[config.mk]
export PLATFORM = sky130hd
export DESIGN_NAME = motor_cmd_dispatcher
export DESIGN_NICKNAME = d
export VERILOG_FILES = /design/src/rtl/motor_cmd_dispatcher.sv
export SDC_FILE = /design/constraint.sdc
export NUM_CORES = 1
export LEC_CHECK = 0
export ABC_AREA = 0
export BUFFER_PORTS_ARGS = -buffer_cell sky130_fd_sc_hd__clkbuf_2
export CAP_MARGIN = 20
export CELL_PAD_IN_SITES_DETAIL_PLACEMENT = 1
export CELL_PAD_IN_SITES_GLOBAL_PLACEMENT = 1
export CORE_ASPECT_RATIO = 1.25
export CORE_MARGIN = 2
export CORE_UTILIZATION = 40
export CTS_CLUSTER_SIZE = 25
export DETAILED_ROUTE_END_ITERATION = 7
export GPL_TIMING_DRIVEN = 1
export PLACE_DENSITY = 0.72
export SLEW_MARGIN = 20
export SYNTH_ARGS = -nofsm -noshare
export SYNTH_HDL_FRONTEND = slang
export SYNTH_SLANG_ARGS = --single-unit
export TNS_END_PERCENT = 50
[constraint.sdc]
create_clock -name CLK -period 4 [get_ports CLK]
set_input_delay 0.4 -clock CLK [delete_from_list [all_inputs] [get_ports CLK]]
set_output_delay 0.4 -clock CLK [all_outputs]
set_load 0.01 [all_outputs]
[src/rtl/motor_cmd_dispatcher.sv]
// Motor command dispatcher: assembles 5-byte UART frames and hands each command
// to one of NUM_CH step/dir channels through a one-deep pending slot.
module motor_cmd_dispatcher #(
  parameter int NUM_CH      = 10,
  parameter int TIMEOUT_CYC = 2400000,
  parameter int START_WAIT  = 16
) (
  input  logic                 CLK,
  input  logic                 rst_n,
  input  logic                 rx_valid,
  input  logic [7:0]           rx_data,
  input  logic [NUM_CH-1:0]    ch_active,
  output logic [15*NUM_CH-1:0] ch_divider,
  output logic [15*NUM_CH-1:0] ch_steps,
  output logic [NUM_CH-1:0]    ch_dir,
  output logic [NUM_CH-1:0]    ch_load,
  output logic [NUM_CH-1:0]    pending,
  output logic                 frame_err,
  output logic                 frame_drop,
  output logic                 rx_timeout,
  output logic                 start_fail
);
  localparam int TW = $clog2(TIMEOUT_CYC + 1);
  localparam int WW = $clog2(START_WAIT + 1);
  localparam logic [4:0] NUM_CH_V = 5'(NUM_CH);

  typedef enum logic [1:0] {IDLE, LOADED, RUNNING} chState_t;

  logic [39:0]       shiftReg;
  logic [2:0]        byteCnt;
  logic [TW-1:0]     toCnt;
  logic              frameReady;
  logic [NUM_CH-1:0] activeQ;
  logic [NUM_CH-1:0] failVec;
  logic [NUM_CH-1:0] dropVec;

  logic [3:0]  frmCh;
  logic [14:0] frmDiv;
  logic [14:0] frmSteps;
  logic        frmDir;
  logic        chInRange;

  assign frmCh     = shiftReg[3:0];
  assign frmDiv    = shiftReg[18:4];
  assign frmSteps  = shiftReg[33:19];
  assign frmDir    = shiftReg[34];
  assign chInRange = ({1'b0, frmCh} < NUM_CH_V);

  // A byte arriving in the expiry cycle wins over the timeout.
  always_ff @(posedge CLK or negedge rst_n) begin
    if (!rst_n) begin
      shiftReg   <= '0;
      byteCnt    <= '0;
      toCnt      <= '0;
      frameReady <= 1'b0;
      rx_timeout <= 1'b0;
    end else begin
      frameReady <= 1'b0;
      rx_timeout <= 1'b0;
      if (rx_valid) begin
        shiftReg <= {rx_data, shiftReg[39:8]};
        toCnt    <= TW'(TIMEOUT_CYC);
        if (byteCnt == 3'd4) begin
          byteCnt    <= '0;
          frameReady <= 1'b1;
        end else begin
          byteCnt <= byteCnt + 3'd1;
        end
      end else if (toCnt != '0) begin
        toCnt <= toCnt - 1'b1;
        if (toCnt == TW'(1) && byteCnt != '0) begin
          byteCnt    <= '0;
          rx_timeout <= 1'b1;
        end
      end
    end
  end

  always_ff @(posedge CLK or negedge rst_n) begin
    if (!rst_n) begin
      frame_err  <= 1'b0;
      frame_drop <= 1'b0;
      start_fail <= 1'b0;
      activeQ    <= '0;
    end else begin
      frame_err  <= frameReady && !chInRange;
      frame_drop <= |dropVec;
      start_fail <= |failVec;
      activeQ    <= ch_active;
    end
  end

  for (genvar c = 0; c < NUM_CH; c++) begin : g_ch
    chState_t      st, stNext;
    logic [WW-1:0] waitCnt, waitNext;
    logic          hit, done, accept, failC, dropC;
    logic [14:0]   divR, stepsR;
    logic          dirR, loadR;

    assign hit  = frameReady && chInRange && (frmCh == 4'(c));
    assign done = (st == RUNNING) && !activeQ[c];

    // Completion is resolved before the frame so a finishing channel can accept.
    always_comb begin
      stNext   = st;
      waitNext = waitCnt;
      accept   = 1'b0;
      failC    = 1'b0;
      dropC    = 1'b0;
      unique case (st)
        LOADED: begin
          if (activeQ[c]) begin
            stNext = RUNNING;
          end else if (waitCnt == WW'(START_WAIT - 1)) begin
            stNext = IDLE;
            failC  = 1'b1;
          end else begin
            waitNext = waitCnt + 1'b1;
          end
        end
        RUNNING: if (!activeQ[c]) stNext = IDLE;
        default: ;
      endcase
      if (hit) begin
        if (st == IDLE || done) begin
          accept   = 1'b1;
          stNext   = (frmSteps != '0) ? LOADED : IDLE;
          waitNext = '0;
        end else begin
          dropC = 1'b1;
        end
      end
    end

    always_ff @(posedge CLK or negedge rst_n) begin
      if (!rst_n) begin
        st      <= IDLE;
        waitCnt <= '0;
        divR    <= '0;
        stepsR  <= '0;
        dirR    <= 1'b0;
        loadR   <= 1'b0;
      end else begin
        st      <= stNext;
        waitCnt <= waitNext;
        loadR   <= accept;
        if (accept) begin
          divR   <= frmDiv;
          stepsR <= frmSteps;
          dirR   <= frmDir;
        end else if (done) begin
          stepsR <= '0;
        end
      end
    end

    assign failVec[c]            = failC;
    assign dropVec[c]            = dropC;
    assign ch_divider[15*c +: 15] = divR;
    assign ch_steps[15*c +: 15]   = stepsR;
    assign ch_dir[c]              = dirR;
    assign ch_load[c]             = loadR;
    assign pending[c]             = (st != IDLE);
  end

endmodule

==> results of run 1 <==
-- how the worst max path moves through the flow --
stage	from	endpoint	slack (ps)
floorplan	toCnt[0]	toCnt[13]	2030
global placement	g_ch[5].st[0]	g_ch[5].waitCnt[2]	900
detailed placement	g_ch[5].st[0]	g_ch[5].stepsR[2]	820
CTS	g_ch[5].st[0]	g_ch[5].stepsR[2]	810
global route	g_ch[5].st[0]	g_ch[5].stepsR[9]	550
finish	g_ch[5].st[0]	g_ch[5].divR[1]	800
-- through the flow --
step / setup WS (ps) / cells / cell area, um2
3_5_place_dp: 823 / 2999 / 22100
2_1_floorplan: 2030 / 2116 / 20000
4_1_cts: 810 / 3101 / 24000
5_1_grt: 554 / 3103 / 24000
3_3_place_gp: 902 / 2999 / 22100
6_report: 802 / 3103 / 24000
-- cell usage after synthesis (14+ instances only) --
master,n
inv_1,40
nand2_1,847
ha_1,44
buf_1,15
nor2b_1,17
nand3_1,183
mux2_2,40
mux2i_1,14
dfrtp_1,470
nor2_1,49
nand2b_1,21
buf_4,22
clkbuf_1,51
buf_2,55
a21oi_1,30
nand4_1,19
nor3_1,24
-- final cells by class --
type                            count  area, um2
Clock inverter                     21        268
Multi-Input combinational cell   1445       7310
Tap cell                          651        815
Clock buffer                       70       1460
Timing Repair Buffer              394       2170
Fill cell                        5757      25400
Inverter                           50        195
Sequential cell                   470      11800
Antenna cell                        2       5.00
-- state kept, by name, summed over array words and instances, names as in the netlist --
signal / count
g_ch.loadR: 10
activeQ: 10
frame_drop: 1
g_ch.waitCnt: 50
g_ch.st: 20
g_ch.divR: 150
rx_timeout: 1
frameReady: 1
byteCnt: 3
toCnt: 22
frame_err: 1
shiftReg: 40
g_ch.dirR: 10
g_ch.stepsR: 150
start_fail: 1
-- placed cells by master (no fill, tap or decap), types with 4 or more instances in the layout --
master	count
a21oi_1	30
a22o_1	12
a22oi_1	10
and2_1	7
and3_1	12
and4_1	11
buf_12	5
buf_4	24
bufinv_16	6
clkbuf_1	8
clkbuf_16	51
clkbuf_2	352
clkbuf_8	11
clkinv_2	13
dfrtp_1	470
dlygate4sd3_1	11
ha_1	44
inv_1	40
inv_2	7
mux2_2	40
mux2i_1	14
nand2_1	847
nand2b_1	21
nand3_1	183
nand3b_1	4
nand4_1	19
nand4b_1	10
nor2_1	49
nor2b_1	17
nor3_1	24
nor4_1	8
o21ai_0	12
or3_1	5
or3_2	4
xnor2_1	10
xor2_1	12
-- per-layer routing --
metal	vias up	track usage [%]	share of wire [%]
met4	0	11.0	4.3
met1	8396	32.6	41
met3	142	5.01	5.3
li1	7402	-	-
met2	415	46.1	50
met5	-	0	0
-- worst max-delay path, delay by kind of cell, from the launching register on --
family        cells  cell delay [ps]
fa+ha+maj         1              160
buf+inv           3             1070
flops             1              400
simple gates      5             1470
-- logic make-up (layout without fill, tap and decap cells) --
logic type,after synthesis,after routing,share of synthesized area (%)
simple gates,1238,1238,26.8
flops,470,470,58.7
buf+inv,201,535,4.86
compound gates,86,86,2.87
mux,55,55,3.02
fa+ha+maj,44,44,2.75
xor+xnor,22,22,0.962
other cells,0,2,0
-- where the power goes --
group / internal (W) / switching [W]
sequential: 0.00605 / 0.00122
combinational: 0.00167 / 0.00267
clock: 0.00292 / 0.00196
==> metrics.txt, run 1 <==
PortBufs 354; status completed; antenna-violating nets left 0; initial antenna violation count 2; worst flop-to-flop path endpoint g_ch[5].divR[1]; ys async rst share 100%; Lkg Pwr 13.1 nW; # rows 91; Clock Skews 21.7 ps; Die Area 51,900 um2; Setup crit end kind register; Hold Path Class input pin to register; Syn. warnings 0; Starting Density 40.5%; Die Wd 204 um; worst skew pair latency 590 ps; Startpoint Class register; wire per inst 22.1 um; Vias 16,355; Post-Route Utilization 48.5%; Slew headroom 33.6%; H-tree depth 2; post-synth top area cell dfrtp_1; Power, Total 0.0165 W; Area contributors post-synth dfrtp_1, nand2_1, nand3_1; Fin. Hold Viols 0; R2R depth 9; Post-synth EDFFs 0; final net count 2,475; Setup TNS 0 ps; Root Buffer clkbuf_16; P&R area growth vs syn 19.8%; drt total wl 68.7 mm; RD Place Congestion 0.850; vias per cell 5.27; crit-path max cell delay 670 ps; largest net degree at the start of global routing 105; number of DRC markers in iteration 0 907; # setup viols final 0; Final Max Tran Viols 0; # clock sinks 470; mapped cell area 20,000 um2; CP cell instances inv_1 > ha_1 > nand2b_1 > and2_1 > or3_2 > buf_4 > inv_2 > nand2_1 > nand2_1; Tot GR Track Use 26.6%; gr ovfl total 0; Slowest-stage cell, CP inv_2; global-route wire length before repair 105 mm; Max-cap violations 0; post-cts resize count 0; Slew @ Worst Pin 996 ps; R2R Path Start g_ch[5].st[0]; layout cells sized above 1 21.8%; CTS tree done; FMAX 0.313 GHz; Setup CP Type register to register; # IOs 355; vias in the first global route 17,532; CTS Hold Bufs 11; RSZ-0062 raised after global routing no; router iterations before antenna repair 5; Yosys reg bits 470; r2r setup slk 800 ps; maximum vdd ir drop 318 uV; Net Count, Synth 2,181; postcts setup bufs 0; deepest clock path buffer count 3; Post-Syn Instances 2,116; largest fanout on the critical path 37; top cell type's share of synthesized area 58.7%; Most common cell on crit path nand2_1; HPWL Detailed 46.6 mm; Hold WS 56.3 ps; Seq/Total Area, Yosys 58.7%; post-synth cell types 60; Min-Delay Endpoint shiftReg[35]; CP arrival 3720 ps; Hold Crit Start rx_data[3]; Post-route DRC 0; core box area 49,400 um2; Req. time, crit path 4520 ps; CTS buffer count 49; Clk pin slew, worst setup/hold paths 60 ps; die span in y 254 um; period utilization 80.0%; Post-synth top flop dfrtp_1; syn avg cell area 9.46 um2; Period minus WS final 3200 ps; Hold Path Cell Cnt 2; Power Dens Cells 688 nW/um2
No activity file was read; power rests on OpenSTA's default activity.
==> run 2, diff against run 1 <==
- ABC_AREA: 0 -> 1
- PLACE_DENSITY: 0.72 -> 0.73
- clock period: 4 -> 3.2 ns (I/O delays scaled with it)
==> metrics.txt, run 2 <==
status completed; RSZ-0062 raised after global routing no; Hold Crit Start rx_valid; Seq/Total Area, Yosys 59.7%; Startpoint Class register; Synth top cells by count dfrtp_1, nand2_1, o21ai_0; crit-path max cell delay 810 ps; final net count 2,453; HPWL Detailed 44.7 mm; largest net degree at the start of global routing 84; Slowest-stage cell, CP clkinv_2; # IOs 355; # rows 90; global-route wire length before repair 100 mm; mapped cell area 19,700 um2; Syn. warnings 0; Starting Density 40.7%; core box area 48,400 um2; Root Buffer clkbuf_16; largest fanout on the critical path 64; H-tree depth 2; vias in the first global route 16,721; CP arrival 3040 ps; ys async rst share 100%; postcts setup bufs 0; Tot GR Track Use 25.6%; Slew @ Worst Pin 1060 ps; Post-synth top flop dfrtp_1; period utilization 80.4%; crit path launch g_ch[3].st[0]; PortBufs 354; Power Dens Cells 774 nW/um2; Hold Path Cell Cnt 4; die span in y 252 um; top cell type's share of synthesized area 59.7%; Lkg Pwr 12.0 nW; # clock sinks 470; Post-Route Utilization 48.5%; Post-Syn Instances 2,075; Period minus WS final 2570 ps; Post-synth EDFFs 0; # setup viols final 0; Yosys reg bits 470; CP top delay family buffers and inverters; most frequent cells in the layout dfrtp_1, nand2_1, clkbuf_2; R2R Path Start g_ch[3].st[0]; Buf/Inv on CP 2; P&R area growth vs syn 19.4%; number of DRC markers in iteration 0 932; Setup CP Type register to register; final worst setup slack 627 ps; biggest regs g_ch.divR (150), g_ch.stepsR (150), g_ch.waitCnt (50); FMAX 0.389 GHz; post-cts resize count 0; Post-route DRC 0; vias per cell 5.27; CTS buffer count 47; most common cell after layout, fill and taps aside dfrtp_1; Vias 16,183; post-synth cell types 36; deepest clock path buffer count 3; Setup TNS 0 ps; Place WS 731 ps; Area contributors post-synth dfrtp_1, nand2_1, o21ai_0; worst skew pair latency 600 ps; most frequent cell after synthesis dfrtp_1; Clock Skews 20.5 ps; maximum vdd ir drop 428 uV; drt total wl 65.0 mm; post-synth top area cell dfrtp_1; antenna-violating nets left 0; RD Place Congestion 0.853; Die Wd 202 um; wire per inst 21.2 um; cell count along the critical path 6; Fin. Hold Viols 0; Max-cap violations 0; initial antenna violation count 5; Setup crit end kind register; gr ovfl total 0; Clk pin slew, worst setup/hold paths 70 ps; Net Count, Synth 2,140; Power, Total 0.0182 W; Die Area 51,000 um2; Req. time, crit path 3670 ps; CTS tree done; syn avg cell area 9.49 um2; Final Max Tran Viols 0; Slew headroom 29.4%; router iterations before antenna repair 4; Hold Path Class input pin to register; Hold WS 129 ps; R2R depth 6; layout cells sized above 1 21.8%; CP cell instances inv_1 > ha_1 > nand2_1 > a21oi_4 > clkinv_2 > o21ai_0
run 2: cell types whose count changed in the layout (fill, tap and decap cells not counted), moves of 28 or more:
cell and delta:
inv_1 +117, mux2_2 -40, nand2_1 -441, nand3_1 +28
nor2_1 +52, o21ai_0 +281, o21ai_1 +100
run 2: power breakdown:
part | switching, W | total, W | leakage, nW | internal [W]
clock | 0.00243 | 0.00571 | 0.786 | 0.00328
sequential | 0.000860 | 0.00801 | 6.34 | 0.00715
combinational | 0.00290 | 0.00447 | 4.86 | 0.00157
run 2: cell families (layout without fill, tap and decap cells):
group,after synthesis,in the layout,synth area share (%)
buf+inv,306,655,7.57
flops,470,470,59.7
compound gates,477,477,12.9
fa+ha+maj,44,44,2.80
other cells,0,2,0
xor+xnor,5,5,0.222
simple gates,773,773,16.8
run 2: cell type report:
cell class | instances | area, um2
diodes | 2 | 5.00
clock buffers | 64 | 1350
well taps | 644 | 806
inverters | 164 | 617
repair buffers | 406 | 2290
fillers | 5638 | 24900
multi-input cells | 1299 | 6450
flip-flops and latches | 470 | 11800
clock inverters | 21 | 219
run 2: timing repair:
item,CTS,global route
endpoints found under the hold margin,76,0
setup endpoints to repair,0,0
hold buffers,19,0
run 2: path summary, 6_finish.rpt:
| check | to | slack [ps] |
|---|---|---|
| max in group asynchronous | g_ch[8].divR[0] | 2030 |
| max reg2reg | g_ch[3].stepsR[13] | 630 |
| min in group asynchronous | g_ch[3].dirR | 270 |
| min | shiftReg[39] | 130 |
| min reg2reg | shiftReg[35] | 480 |
| max | g_ch[3].stepsR[13] | 630 |
run 2: worst register-to-register path, delay by kind of cell, from the launching register on:
family | cells | cell delay, ps
AO/OA/AOI/OAI | 2 | 850
adder cells (fa/ha/maj) | 1 | 180
flip-flops | 1 | 400
buffers and inverters | 2 | 910
AND/OR/NAND/NOR | 1 | 120
run 2: stage by stage:
| stage | area (um2) | cells |
|---|---|---|
| 2_1_floorplan | 19700 | 2075 |
| 4_1_cts | 23500 | 3068 |
| 5_1_grt | 23500 | 3068 |
| 3_3_place_gp | 21700 | 2964 |
| 3_5_place_dp | 21700 | 2964 |
| 6_report | 23500 | 3070 |
run 2: layer usage:
metal / wire length [um] / part of all wire [%] / vias to the layer above / GRT usage, %
li1: - / - / 7438 / -
met1: 27700 / 43 / 8252 / 32.9
met2: 31900 / 49 / 380 / 43.2
met3: 2970 / 4.6 / 113 / 4.35
met4: 2410 / 3.7 / 0 / 9.99
met5: 0 / 0 / - / 0
